[src/rtl/imem_loader.sv]
// Program-load stage: receives a 16-byte program plus checksum over a
// valid/ready byte stream, stores it in a writable instruction store, serves
// combinational fetch, and gates the core's run enable on a good checksum.
module imem_loader #(
  parameter int DEPTH = 16,
  parameter int AW    = 4,
  parameter int DW    = 8
) (
  input  logic          clk,
  input  logic          rst_n,
  input  logic          start,
  input  logic          host_valid,
  input  logic [DW-1:0] host_data,
  output logic          host_ready,
  input  logic [AW-1:0] fetch_addr,
  output logic [DW-1:0] instr_out,
  output logic          cpu_run,
  output logic          load_done,
  output logic          load_err,
  output logic [DW-1:0] checksum
);

  typedef enum logic [2:0] {
    S_IDLE,
    S_LOAD,
    S_CHECK,
    S_RUN,
    S_ERROR
  } state_t;

  state_t          state, state_nxt;
  logic [AW-1:0]   cnt, cnt_nxt;
  logic [DW-1:0]   csum, csum_nxt;
  logic            wr_en;
  logic            xfer;
  logic [DW-1:0]   store [DEPTH];

  // Running checksum add; the carry out of the byte is intentionally dropped.
  function automatic logic [DW-1:0] add_mod(input logic [DW-1:0] a,
                                            input logic [DW-1:0] b);
    return a + b;
  endfunction

  // A byte moves only when the host offers it and the loader is accepting.
  assign xfer = host_valid && host_ready;

  // Next-state, counter, checksum and write-enable decode; start overrides all.
  always_comb begin
    state_nxt = state;
    cnt_nxt   = cnt;
    csum_nxt  = csum;
    wr_en     = 1'b0;
    if (start) begin
      state_nxt = S_LOAD;
      cnt_nxt   = '0;
      csum_nxt  = '0;
    end else begin
      case (state)
        S_LOAD: begin
          if (xfer) begin
            wr_en    = 1'b1;
            cnt_nxt  = cnt + AW'(1);
            csum_nxt = add_mod(csum, host_data);
            if (cnt == AW'(DEPTH - 1)) state_nxt = S_CHECK;
          end
        end
        S_CHECK: begin
          if (xfer) state_nxt = (host_data == csum) ? S_RUN : S_ERROR;
        end
        default: begin
          state_nxt = state;
        end
      endcase
    end
  end

  // Control state register.
  always_ff @(posedge clk) begin
    if (!rst_n) begin
      state <= S_IDLE;
      cnt   <= '0;
      csum  <= '0;
    end else begin
      state <= state_nxt;
      cnt   <= cnt_nxt;
      csum  <= csum_nxt;
    end
  end

  // Instruction store: cleared on reset, written one byte per program transfer.
  always_ff @(posedge clk) begin
    if (!rst_n) begin
      for (int i = 0; i < DEPTH; i++) store[i] <= '0;
    end else if (wr_en) begin
      store[cnt] <= host_data;
    end
  end

  // Status outputs decode purely from the state register.
  assign host_ready = (state == S_LOAD) || (state == S_CHECK);
  assign cpu_run    = (state == S_RUN);
  assign load_done  = (state == S_RUN);
  assign load_err   = (state == S_ERROR);
  assign checksum   = csum;

  // Fetch returns a NOP (ADD R0,R0 = 8'h00) unless the program is validated.
  assign instr_out  = (state == S_RUN) ? store[fetch_addr] : '0;

endmodule

[config.mk]
export PLATFORM = sky130hd
export DESIGN_NAME = imem_loader
export DESIGN_NICKNAME = d
export VERILOG_FILES = /design/src/rtl/imem_loader.sv
export SDC_FILE = /design/constraint.sdc
export NUM_CORES = 1
export LEC_CHECK = 0
export ABC_CLOCK_PERIOD_IN_PS = 2800
export BUFFER_PORTS_ARGS = -buffer_cell sky130_fd_sc_hd__buf_2
export CORE_MARGIN = 3
export CORE_UTILIZATION = 50
export CTS_CLUSTER_SIZE = 10
export DETAILED_ROUTE_END_ITERATION = 6
export PLACE_DENSITY_LB_ADDON = 0.05
export SLEW_MARGIN = 20
export SYNTH_ARGS = -nofsm -noshare
export SYNTH_HDL_FRONTEND = slang
export SYNTH_SLANG_ARGS = --single-unit
export TNS_END_PERCENT = 10
[constraint.sdc]
create_clock -name clk -period 2.8 [get_ports clk]
set_input_delay 0.14 -clock clk [delete_from_list [all_inputs] [get_ports clk]]
set_output_delay 0.14 -clock clk [all_outputs]
set_load 0.01 [all_outputs]
Yosys cells after proc, flatten, opt, wreduce, memory -nomap -nowiden
Memory sizes are Yosys's and may differ from the RTL's.
Cells that the tools add are included.
{ "classes": {"reduce_logical": 9, "n_addsub": 2, "bitwise": 1, "mux": 17, "eq_ne": 12} }
{ "op_table": {"columns": ["cell", "count"], "rows": [
  ["two-way mux 8 bit", 2],
  ["two-way mux 3 bit", 4],
  ["two-way mux 1 bit", 9],
  ["!= test 3 bit, second input constant", 3],
  ["adder 8 bit", 1],
  ["equality test 8 bit", 1],
  ["AND reduction 4 bit", 2],
  ["OR reduction 8 bit", 1],
  ["equality test 3 x 2 -> 1 bit, second input constant", 2],
  ["!= test 2 bit, second input constant", 3],
  ["one-hot mux 3 bit (2 select lines)", 1],
  ["adder 4 x 1 -> 4 bit, second input constant", 1],
  ["equality test 4 bit, second input constant", 1],
  ["two-way mux 4 bit", 1],
  ["equality test 3 x 1 -> 1 bit, second input constant", 1],
  ["equality test 3 bit, second input constant", 1],
  ["nonzero test 3 bit", 1],
  ["AND reduction 2 bit", 1],
  ["nonzero test 2 bit", 1],
  ["OR reduction 2 bit", 1],
  ["logical AND 1 bit", 1],
  ["logical OR 1 bit", 1],
  ["NOT 1 bit", 1]
]} }
{ "word_totals": {"mem_bits_rw": 128, "output_inout_bits": 20, "in_bits": 16, "reg_bits": 15, "mem_count": 1, "elab_cells": 46} }
{ "mem_list": {"columns": ["name", "depth", "word_bits", "read_ports", "rd_clocked_by_memory_dff", "write_ports", "line", "source"], "rows": [
  ["store", 16, 8, 1, 0, 16, "36", "logic [DW-1:0] store [DEPTH];"]
]} }

Logic depth before layout (Yosys ltp)
{ "depth": {"ltp_word": 11, "depth_mapped": 7, "mapped_depth_nobuf": 7} }

Worst setup path before layout
OpenSTA, ideal clock, no wires.
{ "synth_timing": {"path_type": "flip-flop to flip-flop", "start": "register state[1]", "end": "memory store[1][0] (enable)", "required_time_ns": 2.466, "arrival_time_ns": 1.501, "path_stages_with_launch": 6, "period_less_slack_ns": 1.835, "slack_ns": 0.965, "path_buffers": 0, "setup_time_ns": 0.334, "cell_sequence": "dfxtp_1 -> nand4bb_1 -> nor2_1 -> nand2_1 -> nor3_2 -> nand2b_1"} }
{ "synth_lines": {"columns": ["element", "line", "source"], "rows": [
  ["start: declaration", "31", "state_t state, state_nxt;"],
  ["start signal: assignment", "84", "state <= state_nxt;"],
  ["end: declaration", "36", null]
]} }

==> results list <==
* Result of the run: finished, final reports clean
- Counting instances in the post-synthesis netlist gives the leading cell types as 128 x sky130_fd_sc_hd__and2_1, 128 x sky130_fd_sc_hd__edfxtp_1, 40 x sky130_fd_sc_hd__mux4_2.
- In this run, CTS created clock tree buffers numbering 17.
- 36 I/O pins were placed.
* Vias post-DR: 4033
* Post-placement setup slack: 0.4974 ns
- Max Root-Sink Buffers: 2
* Count of unresolved DRC violations after routing: 0
* Net count of the mapped netlist: 509
* Final antenna diode count: 0
- Yosys mapped a number of flops with a built-in enable equal to 128.
* Portion of the clock cycle consumed by the worst path in the final layout: 0.8029
* Top FF cell, synth: sky130_fd_sc_hd__edfxtp_1
- Portion of total power attributed to combinational logic: 0.064
- In this run the power spent charging and discharging nets is 0.001080 W.
* Largest net degree at the start of global routing: 33
- The worst setup path is of the reg2reg kind.
- The worst hold path belongs to the class in2reg.
- From bottom edge to top edge, the die measures 123.2 um.
- Of the post-synthesis cell area, the dominant cell type holds 0.5599.
- The area growth from synthesis to layout is 15.67%.
* Number of detailed-routing iterations run before antenna repair: 5
- Slew at the pin closest to its max-slew limit: 0.6375 ns
- Nets@finish: 559
- Distinct cell type count of the synthesized netlist: 41
- Port buffering added 35 buffers.
- Register bit total from synthesis: 143
* Skew final: 0.008479 ns
- Antenna violations before repair: 0
- Setup tns final: 0 ns
- Proportion of synthesized flip-flops having asynchronous set or reset: 0
- Routed wire length: 15790 um
- TritonCTS clock tree: yes
- The tree built by TritonCTS fans out to 143 sinks.
* Part of the total power dissipated in the clock network: 0.462
- The number of global-route vias before repair was 4042.
- The detail route stage leaves a number of antenna-violating nets equal to 0.
* Final Max Tran Viols: 0
* Yosys Warn Count: 0
* Initial Utilization: 0.5143
- Netlist area before placement: 6865 um^2
- Max-cap violation count: 0
* Cell Int Power: 0.004017 W
* Unrepaired setup endpoints after global routing: false
- Highest net fanout along the worst path: 9
- Count of mapped cells out of synthesis: 481
- Max VDD drop: 0.3878 mV
- Of the total power, the share spent switching nets is 0.2119.
* Data arrival time at the worst-slack endpoint: 2.33 ns
- After synthesis, the cell types taking the most area are sky130_fd_sc_hd__edfxtp_1 56%, sky130_fd_sc_hd__mux4_2 13%, sky130_fd_sc_hd__and2_1 12%.
* Number of post-CTS setup repair buffers: 0
- A synthesized cell averages 14.27 um^2.
- Setup violations remaining at the end of the flow were counted as 0.
- Final Hold Fails: 0
* Overall global routing resource usage: 0.2269
- Summed over all layers, the global routing overflow is 0.
- The first routing iteration left 385 violations.
- The floorplan step defined a die boundary enclosing 15170 um^2.
- Number of cell rows: 42
* Wire length of the first global-routing pass: 24470 um
- Smallest setup slack after layout: 0.5518 ns
- From left edge to right edge, the die measures 123.2 um.
- Clock latency on the worst-skew pair, taken at its later pin, is 0.42 ns.
- Standard cell core area: 13350 um^2
- Leakage power: 2.960 nW
* Fraction of power consumed by sequential logic: 0.474
- Hold buffer count at cts: 1
* Sequential fraction of the synthesis area: 0.6036
- Clock tree root buffer cell: sky130_fd_sc_hd__clkbuf_16
- Share of layout cells above drive strength 1: 0.2371
- Category of the worst setup path launch point: flop
* WL per Instance: 21.93 um
- Clock Pin Slew Worst Setup and Hold Paths: 0.05 ns
* Critical path required time: 2.88 ns
- Resized cells post-CTS: 0
- Dividing total power by cell area gives a power density of 641.8 nW/um^2.
- Post-detailed-placement half-perimeter wirelength: 10740 um
- Cell type with the highest aggregate area in the netlist: sky130_fd_sc_hd__edfxtp_1
- Top achievable clock speed: 444.8 MHz
- The worst setup path is captured at a flop.
- In the routed layout, each cell is associated on average with a via count of 5.601.
- The H-tree was split into 4 levels.
- Measured against its own limit, the worst slew margin works out to 0.5735.
- Placer Congestion: 0.8682
* Time the final worst path needs with I/O delays and setup: 2.248 ns
power by group through the flow:
stage,clock [W],sequential [W],combinational (W)
floorplan,0,0.00245,0.000208
global placement,0,0.00246,0.000329
detailed placement,0,0.00246,0.000331
CTS,0.00238,0.00242,0.000333
global route,0.00248,0.00242,0.000352
finish,0.00235,0.00242,0.000328
cell usage in the layout (no fill, tap or decap), types with 11 or more instances in the layout:
cell	instances
sky130_fd_sc_hd__and2_1	128
sky130_fd_sc_hd__edfxtp_1	128
sky130_fd_sc_hd__mux4_2	40
sky130_fd_sc_hd__buf_2	35
sky130_fd_sc_hd__nand2_1	21
sky130_fd_sc_hd__nor2_1	21
sky130_fd_sc_hd__buf_4	18
sky130_fd_sc_hd__clkbuf_16	17
sky130_fd_sc_hd__o21ai_1	15
sky130_fd_sc_hd__dfxtp_1	15
sky130_fd_sc_hd__nor2b_1	12
sky130_fd_sc_hd__a21oi_1	12
sky130_fd_sc_hd__ha_1	11
worst max-delay path: stages, from the launching register on:
cell	delay (ns)
sky130_fd_sc_hd__dfxtp_1	0.36
sky130_fd_sc_hd__nand4bb_1	0.24
sky130_fd_sc_hd__nor2_1	0.29
sky130_fd_sc_hd__nand2_1	0.25
sky130_fd_sc_hd__nor3_2	0.38
sky130_fd_sc_hd__nand2b_1	0.39
metrics by stage:
step | hold slack, ns | cell area, um^2 | util | power, W | cells
2_1_floorplan | 0.2575 | 6865 | - | 0.002655 | 481
3_3_place_gp | 0.4017 | 7315 | 0.5480 | 0.002786 | 687
3_5_place_dp | 0.3935 | 7315 | 0.5480 | 0.002790 | 687
4_1_cts | 0.1309 | 7941 | 0.5950 | 0.005133 | 720
5_1_grt | 0.1957 | 7941 | 0.5950 | 0.005250 | 720
6_report | 0.1448 | 7941 | 0.5950 | 0.005097 | 720
routing by layer:
metal | share of wire | vias up | global-route usage
li1 | - | 1884 | -
met1 | 0.46 | 2021 | 0.3161
met2 | 0.49 | 115 | 0.3656
met3 | 0.047 | 13 | 0.04712
met4 | 0.012 | 0 | 0.06367
met5 | 0 | - | 0
cells by family after synthesis:
family | after synthesis | synth area share
and+or+nand+nor | 210 | 0.1790
DFF | 143 | 0.6036
AOI/OAI and AO/OA | 42 | 0.03627
muxes | 40 | 0.1312
buffers and inverters | 28 | 0.01932
adders and majority gates | 12 | 0.02296
xor gates and xnor gates | 6 | 0.007654
sequential cells by signal, summed over array words and instances, names as in the netlist:
signal and cells:
cnt 4, store 128, checksum 8, state 3
worst paths after layout:
check | start | endpoint | slack [ns] | cells after the start
min | host_valid | state[1]$_SDFFE_PP0P_ | 0.14 | 4
min reg2reg | checksum[0]$_SDFFE_PP0P_ | checksum[0]$_SDFFE_PP0P_ | 0.49 | 2
max | state[1]$_SDFFE_PP0P_ | store[0][1]$_SDFFCE_PN0P_ | 0.55 | 5
max reg2reg | state[1]$_SDFFE_PP0P_ | store[0][1]$_SDFFCE_PN0P_ | 0.55 | 5
final cells by class:
class,instances,area (um^2)
clock inverters,15,191.4
multi-input cells,310,2589
inverters,3,11.26
fillers,1072,5406
repair buffers,56,360.3
well taps,176,220.2
clock buffers,17,425.4
flip-flops and latches,143,4144
(Power assumes the default switching activity.)
